--- src/rtl/biquad_cascade.sv ---
// Cascade of Direct Form I biquad sections sharing one multiplier.
// Each stage takes 5 MAC cycles plus 1 store cycle; coefficient stage*5+k is b0,b1,b2,a1,a2.
module biquad_cascade #(
  parameter int WIDTH  = 16,
  parameter int STAGES = 4,
  parameter int FRAC   = 14
) (
  input  logic                           Clk,
  input  logic                           Reset,
  input  logic                           in_valid,
  output logic                           in_ready,
  input  logic signed [WIDTH-1:0]        x,
  input  logic                           coef_we,
  input  logic [$clog2(5*STAGES)-1:0]    coef_addr,
  input  logic signed [WIDTH-1:0]        coef_data,
  input  logic                           clear,
  output logic                           out_valid,
  output logic signed [WIDTH-1:0]        y
);

  localparam int NCOEF = 5 * STAGES;
  localparam int AW    = $clog2(NCOEF);
  localparam int SW    = (STAGES > 1) ? $clog2(STAGES) : 1;
  localparam int PW    = 2 * WIDTH;
  localparam int ACCW  = 2 * WIDTH + 3;

  localparam logic signed [ACCW-1:0] HALF = ACCW'(1) <<< (FRAC - 1);
  localparam logic signed [ACCW-1:0] MAXV = {{(ACCW-WIDTH+1){1'b0}}, {(WIDTH-1){1'b1}}};
  localparam logic signed [ACCW-1:0] MINV = {{(ACCW-WIDTH+1){1'b1}}, {(WIDTH-1){1'b0}}};

  typedef enum logic [1:0] {IDLE = 2'd0, MAC = 2'd1, STORE = 2'd2} state_t;

  state_t                  state_q, state_d;
  logic [2:0]              k_q, k_d;
  logic [SW-1:0]           stage_q, stage_d;
  logic signed [WIDTH-1:0] cur_in_q, cur_in_d;
  logic signed [ACCW-1:0]  acc_q, acc_d;
  logic signed [WIDTH-1:0] y_q, y_d;
  logic                    out_valid_q, out_valid_d;

  logic signed [WIDTH-1:0] coef_q [NCOEF];
  logic signed [WIDTH-1:0] coef_d [NCOEF];
  logic signed [WIDTH-1:0] x1_q [STAGES];
  logic signed [WIDTH-1:0] x1_d [STAGES];
  logic signed [WIDTH-1:0] x2_q [STAGES];
  logic signed [WIDTH-1:0] x2_d [STAGES];
  logic signed [WIDTH-1:0] y1_q [STAGES];
  logic signed [WIDTH-1:0] y1_d [STAGES];
  logic signed [WIDTH-1:0] y2_q [STAGES];
  logic signed [WIDTH-1:0] y2_d [STAGES];

  logic [AW-1:0]           coef_idx;
  logic signed [WIDTH-1:0] mul_a;
  logic signed [WIDTH-1:0] mul_b;
  logic signed [PW-1:0]    prod;
  logic signed [ACCW-1:0]  prod_ext;
  logic signed [ACCW-1:0]  acc_base;
  logic signed [ACCW-1:0]  acc_rnd;
  logic signed [ACCW-1:0]  acc_shr;
  logic signed [WIDTH-1:0] sat;

  assign coef_idx = AW'(int'(stage_q) * 5 + int'(k_q));
  assign mul_b    = coef_q[coef_idx];
  assign prod     = mul_a * mul_b;
  assign prod_ext = ACCW'(prod);
  assign acc_base = (k_q == 3'd0) ? '0 : acc_q;
  assign acc_rnd  = acc_q + HALF;
  assign acc_shr  = acc_rnd >>> FRAC;

  always_comb begin
    case (k_q)
      3'd1:    mul_a = x1_q[stage_q];
      3'd2:    mul_a = x2_q[stage_q];
      3'd3:    mul_a = y1_q[stage_q];
      3'd4:    mul_a = y2_q[stage_q];
      default: mul_a = cur_in_q;
    endcase
  end

  always_comb begin
    if (acc_shr > MAXV)      sat = MAXV[WIDTH-1:0];
    else if (acc_shr < MINV) sat = MINV[WIDTH-1:0];
    else                     sat = acc_shr[WIDTH-1:0];
  end

  always_comb begin
    state_d     = state_q;
    k_d         = k_q;
    stage_d     = stage_q;
    cur_in_d    = cur_in_q;
    acc_d       = acc_q;
    y_d         = y_q;
    out_valid_d = 1'b0;
    coef_d      = coef_q;
    x1_d        = x1_q;
    x2_d        = x2_q;
    y1_d        = y1_q;
    y2_d        = y2_q;
    case (state_q)
      IDLE: begin
        // Clear and coefficient update land on the same edge as acceptance,
        // so an accepted sample sees both.
        if (clear) begin
          x1_d = '{default: '0};
          x2_d = '{default: '0};
          y1_d = '{default: '0};
          y2_d = '{default: '0};
        end
        if (coef_we && (int'(coef_addr) < NCOEF)) coef_d[coef_addr] = coef_data;
        if (in_valid) begin
          cur_in_d = x;
          stage_d  = '0;
          k_d      = '0;
          state_d  = MAC;
        end
      end
      MAC: begin
        acc_d = (k_q >= 3'd3) ? (acc_base - prod_ext) : (acc_base + prod_ext);
        if (k_q == 3'd4) begin
          k_d     = '0;
          state_d = STORE;
        end else begin
          k_d = k_q + 3'd1;
        end
      end
      STORE: begin
        x2_d[stage_q] = x1_q[stage_q];
        x1_d[stage_q] = cur_in_q;
        y2_d[stage_q] = y1_q[stage_q];
        y1_d[stage_q] = sat;
        cur_in_d      = sat;
        if (stage_q == SW'(STAGES - 1)) begin
          y_d         = sat;
          out_valid_d = 1'b1;
          state_d     = IDLE;
        end else begin
          stage_d = stage_q + SW'(1);
          state_d = MAC;
        end
      end
      default: state_d = IDLE;
    endcase
  end

  always_ff @(posedge Clk or negedge Reset) begin
    if (!Reset) begin
      state_q     <= IDLE;
      k_q         <= '0;
      stage_q     <= '0;
      cur_in_q    <= '0;
      acc_q       <= '0;
      y_q         <= '0;
      out_valid_q <= 1'b0;
      coef_q      <= '{default: '0};
      x1_q        <= '{default: '0};
      x2_q        <= '{default: '0};
      y1_q        <= '{default: '0};
      y2_q        <= '{default: '0};
    end else begin
      state_q     <= state_d;
      k_q         <= k_d;
      stage_q     <= stage_d;
      cur_in_q    <= cur_in_d;
      acc_q       <= acc_d;
      y_q         <= y_d;
      out_valid_q <= out_valid_d;
      coef_q      <= coef_d;
      x1_q        <= x1_d;
      x2_q        <= x2_d;
      y1_q        <= y1_d;
      y2_q        <= y2_d;
    end
  end

  assign in_ready  = (state_q == IDLE);
  assign out_valid = out_valid_q;
  assign y         = y_q;

endmodule
--- config.mk ---
export PLATFORM = sky130hd
export DESIGN_NAME = biquad_cascade
export DESIGN_NICKNAME = d
export VERILOG_FILES = /design/src/rtl/biquad_cascade.sv
export SDC_FILE = /design/constraint.sdc
export NUM_CORES = 2
export LEC_CHECK = 0
export ABC_AREA = 1
export BUFFER_PORTS_ARGS = -buffer_cell sky130_fd_sc_hd__buf_2
export CAP_MARGIN = 20
export CELL_PAD_IN_SITES_DETAIL_PLACEMENT = 1
export CELL_PAD_IN_SITES_GLOBAL_PLACEMENT = 2
export CORE_MARGIN = 1
export CORE_UTILIZATION = 39
export DETAILED_ROUTE_END_ITERATION = 10
export GPL_TIMING_DRIVEN = 0
export PLACE_DENSITY_LB_ADDON = 0.1
export RECOVER_POWER = 100
export REMOVE_ABC_BUFFERS = 1
export SYNTH_ARGS = -nofsm -noshare
export SYNTH_HDL_FRONTEND = slang
export SYNTH_SLANG_ARGS = --single-unit
--- constraint.sdc ---
create_clock -name Clk -period 13.2 [get_ports Clk]
set_clock_uncertainty 0.2 [all_clocks]
set_input_delay 2.64 -clock Clk [delete_from_list [all_inputs] [get_ports Clk]]
set_output_delay 2.64 -clock Clk [all_outputs]
set_load 0.1 [all_outputs]
# Word level (Yosys, flattened, before mapping)
# Index checks and enable logic that the tools add are counted.
# word_totals
inputBits	42
register_bits	651
output_inout_bits	18
ramBits	0
latch_bits	0
mem_count	0
mem_bits_ro	0
elab_cells	136
# op_classes
order_cmp	9
n_shift	0
div	0
eq_ne	11
n_mul	2
bitwise_logic	3
addsub	6
n_reduce_logical	14
n_mux	48
# ops
cell	n
64-bit one-hot mux with 2 select lines	4
320-bit bitwise mux	1
64-bit bitwise mux	4
16-bit two-way mux	15
16-bit binary-select mux with 2-bit select	4
16-bit binary-select mux with 5-bit select	1
16-bit demux with 5-bit select	1
35-bit two-way mux	2
64-bit two-way mux	1
16-bit one-hot mux with 4 select lines	1
35-bit by 15-bit adder with 35-bit output (second input constant)	1
35-bit by 32-bit adder with 35-bit output	1
35-bit by 32-bit subtractor with 35-bit output	1
16-bit demux with 2-bit select	1
16-bit by 16-bit multiplier with 32-bit output	1
16-bit one-hot mux with 2 select lines	1
21-bit by 16-bit greater-than comparator with 1-bit output (second input constant)	1
21-bit by 16-bit < comparator with 1-bit output (second input constant)	1
6-bit >= comparator (second input constant)	2
5-bit inverter with 6-bit output	2
2-bit AND reduction	6
2-bit two-way mux	4
3-bit by 2-bit == test with 1-bit output (second input constant)	2
6-bit by 1-bit < comparator with 1-bit output (second input constant)	1
25 further kinds	34

# Depth between registers and ports, before layout
# depth
word_depth	9
depth_mapped	59
depth_no_buf	57

# Worst setup path before layout
# Ideal clock, no wire load.
# synth_timing
path_type	reg2reg
startpoint	reg k_q[1]
endpoint	reg acc_q[34]
required_ps	12882
n_path_buf	3
arrival_time_ps	9694
path_stages_with_launch	51
setup_slack_ps	3188
synth_period_minus_slack_ps	10012
path_cell_list	dfrtp_1 > ha_1 > ha_1 > fa_1 > buf_2 > inv_1 > nor2_1 > clkbuf_1 > o221ai_1 > o311ai_0 > o21a_1 > clkbuf_1 > nor2_1 > fa_1 > inv_1 > fa_1 > inv_1 > fa_1 > (+15 left out) > nor2_1 > nand3_1 > xor2_1 > nand2_1 > nand2_1 > ha_1 > nand2_1 > nor3_1 > inv_1 > nor3_1 > inv_1 > nor3_1 > o21ai_0 > nand3_1 > xor2_1 > nand3_1 > nand3_1 > nand2_1
# synth_via
elab_chain_cells	8
elab_cells_between_ends	17
# synth_rtl
element	line	source
from (decl)	34	logic [2:0] k_q, k_d;
from (signal assigned)	161	k_q <= k_d;
5-bit by 3-bit adder with 5-bit output	62	assign coef_idx = AW'(int'(stage_q) * 5 + int'(k_q));
5-bit inverter with 6-bit output (not written as such)	63	assign mul_b = coef_q[coef_idx];
16-bit binary-select mux with 5-bit select	63	
16-bit two-way mux (not written as such) (2 in series)	63	
16-bit by 16-bit multiplier with 32-bit output	64	assign prod = mul_a * mul_b;
35-bit by 32-bit adder with 35-bit output or 35-bit by 32-bit subtractor with 35-bit output (tied branches)	118	acc_d = (k_q >= 3'd3) ? (acc_base - prod_ext) : (acc_base + prod_ext);
35-bit two-way mux *	118	
to (signal assigned)	151	acc_q <= '0;
to (signal assigned)	164	acc_q <= acc_d;
to (decl)	37	logic signed [ACCW-1:0] acc_q, acc_d;
# Every way passes the cells marked *; elsewhere a longest branch is shown, timed or not. The select of a mux whose other input is x is not followed.
# A chain may end at the register's enable or synchronous reset.

# Worst setup path after layout
# layout_timing
startpoint	reg stage_q[1]
endpoint	reg acc_q[31]
# layout_via
elab_chain_cells	9
elab_cells_between_ends	24
# layout_rtl
element	line	source
from (decl)	35	logic [SW-1:0] stage_q, stage_d;
from (signal assigned)	162	stage_q <= stage_d;
2-bit by 3-bit multiplier with 5-bit output	62	
5-bit by 3-bit adder with 5-bit output	62	
5-bit inverter with 6-bit output (not written as such)	63	
16-bit binary-select mux with 5-bit select	63	
16-bit two-way mux (not written as such) (2 in series)	63	
16-bit by 16-bit multiplier with 32-bit output *	64	
35-bit by 32-bit adder with 35-bit output or 35-bit by 32-bit subtractor with 35-bit output (tied branches)	118	
35-bit two-way mux *	118	
# Marked as above.

==> run_results.csv <==
group,metric,value,unit
status,outcome,"finished, violations left",
status,violations,"capacitance limit, slew limit",
drt,drc_errors,0,
synthesis,synth_area,43170,um^2
critical_path,reg2regPathDepth,46,
critical_path,crit_path_top_delay_cell,"dfrtp_4",
critical_path,crit_fanout,67,
final_layout,final_cell_mix,"1465 x nand2_1, 696 x inv_1, 696 x o21ai_0, 649 x dfrtp_1, 395 x nor2_1",
place,port_buffers,59,
hold_path,min_path_type,"register to register",
global_route,grt_pass1_wl,232900,um
sta,finalHoldViolations,0,
drt,via_count,36880,
synthesis,synth_cells,5475,
critical_path,critPathKind,"register to register",
synthesis,synth_flop_cell,"dfrtp_1",
die,die-area,112000,um^2
final_layout,drive_above_1_share,0.05896,
sta,fin_crit_sh,0.9530,
die,initial_utilization,0.3949,
critical_path,required,13.53,ns
critical_path,crit_arrival,12.91,ns
drt,ant_nets,0,
sta,fmax,79.50,MHz
sta,final_max_slew_viol_count,928,
sta,worst_pin_slew,6.246,ns
clock_network,hold_buffers,0,
drt,drtPass1Iterations,5,
synthesis,yosysSeqAreaShare,0.3774,
global_route,antenna_found_initial,3,
die,dieWidth,334.7,um
place,hpwl,102800,um
global_route,grt_usage,0.2672,
critical_path,path_common_cell,"nand2_1",
global_route,grt_pass1_vias,38750,
clock_network,clock_path_buffers,3,
clock_network,htreeDepth,3,
drt,avgRoutedWirePerCell,21.23,um
hold_path,whs_path_depth,2,
sta,finalSetupViolations,0,
synthesis,netlist-cell-type-count,61,
clock_network,cts_tree,"done",
drt,wirelength,147300,um
critical_path,worst_setup_path_end_kind,"register",
die,chipHeight,334.7,um
global_route,gr-total-overflow,0,
clock_network,numCtsBuffers,80,
final_layout,fin_nets,5837,
sta,fin_ws,0.6206,ns
synthesis,synth_area_per_cell,7.885,um^2
flow_run,drv_cap,17,
drt,routed_via_density,5.316,
synthesis,ys_ff_latch,651,
critical_path,critPathMaxStageDelay,0.55,ns
die,core,109300,um^2
global_route,grt_max_degree,116,
clock_network,cts_root_buf,"clkbuf_16",
sta,fin_crit,12.58,ns
critical_path,setup.worst_path.start_class,"register",
place,placed_cells,6771,
die,rows,121,
final_layout,area_growth_syn_to_layout,12.10,%
synthesis,yosys_warnings,0,
synthesis,synth-edff-count,0,
final_layout,final_common_cell,"nand2_1",
final_layout,post-route-util,0.4427,
sta,slew_headroom,-3.164,
clock_network,clk_pin_slew,0.06,ns
synthesis,synthArstFlopShare,1.000,
place,post-place-ws,-0.4381,ns
final_layout,layoutNonFillerInstCount,6938,
clock_network,clkSinkCount,651,
sta,setup_tns,0,ns
drt,drtIter0Drc,2056,
place,routabilityCongestion,0.8354,
clock_network,clock_latency,0.66,ns
die,io_pins,60,
[through the flow]
step,instance area (um^2),hold slack [ns]
detailed placement,45590,0.2608
floorplan,41950,0.2478
global route,48390,0.2947
finish,48390,0.2784
global placement,44090,0.2596
CTS,48410,0.2777
[state kept, by name (all words and copies together), names as in the netlist]
name	count
out_valid	1
y2_q	64
x1_q	64
cur_in_q	16
acc_q	35
stage_q	2
coef_q	320
y	16
k_q	3
state_q	2
y1_q	64
x2_q	64
[critical path: cells and delay by family (launching register included)]
kind | cells | cell delay [ns]
AO/OA/AOI/OAI | 11 | 2.95
flip-flops | 1 | 0.55
XOR/XNOR | 1 | 0.18
AND/OR/NAND/NOR | 15 | 2.56
adder cells (fa/ha/maj) | 10 | 4.63
buffers and inverters | 9 | 1.19
[per-layer routing]
layer / vias to the layer above / track usage / part of all wire
met5: - / 0 / 0
met4: 0 / 0.05742 / 0.018
met3: 164 / 0.02579 / 0.032
met2: 592 / 0.4443 / 0.47
met1: 18720 / 0.3774 / 0.48
li1: 17400 / - / -
[logic make-up (layout without fill, tap and decap cells)]
| family | count (synthesis) | count (layout) | synth area share |
|---|---|---|---|
| other | 0 | 1 | 0 |
| AO/OA/AOI/OAI | 1219 | 1219 | 0.1580 |
| buffers and inverters | 1015 | 1001 | 0.09052 |
| flip-flops | 651 | 651 | 0.3774 |
| adder cells (fa/ha/maj) | 397 | 397 | 0.1612 |
| XOR/XNOR | 79 | 79 | 0.01603 |
| AND/OR/NAND/NOR | 2114 | 2114 | 0.1969 |
[Yosys cell counts, types with 14 or more instances]
library cell	count	area, um^2
xor2_1	58	508.0
dfrtp_1	651	16290
buf_1	21	78.83
o21a_1	17	127.6
nor2_1	400	1501
clkbuf_1	223	837.1
or2_2	14	87.58
a22oi_1	22	165.2
o311ai_0	20	175.2
fa_1	265	5305
o221ai_1	32	280.3
a32o_1	22	220.2
nand2_1	1458	5473
inv_1	706	2650
o21ai_0	694	3473
o22ai_1	118	738.2
nand3_1	126	630.6
nand4_1	29	181.4
a21oi_1	235	1176
buf_2	49	245.2
xnor2_1	21	183.9
ha_1	132	1652
nor3_1	30	150.1
[path summary, 6_finish.rpt]
check	start	to	slack (ns)
setup reg to reg	stage_q[1]	acc_q[31]	0.62
setup / recovery	stage_q[1]	acc_q[31]	0.62
hold / removal	coef_q[223]	coef_q[223]	0.28
max in group asynchronous	Reset	stage_q[0]	2.70
hold reg to reg	coef_q[223]	coef_q[223]	0.28
min in group asynchronous	Reset	coef_q[89]	2.29
[cell type report]
| type | instances | area (um^2) |
|---|---|---|
| multi-input cells | 3809 | 23130 |
| fillers | 13270 | 60920 |
| flip-flops and latches | 651 | 16300 |
| diodes | 1 | 2.502 |
| clock inverters | 30 | 455.4 |
| clock buffers | 115 | 2344 |
| inverters | 717 | 2739 |
| well taps | 1476 | 1847 |
| repair buffers | 139 | 1572 |
[what timing repair did]
item                       4_1_cts  5_1_grt
setup endpoints to repair        6       12
cloned                           0        1
setup buffers                    1       13
pin swaps                        0        3
resized for setup                5       36
Power is left out: the tool's default activity adds up to more than one toggle a clock period on the data nets, which glitch-free logic cannot reach.
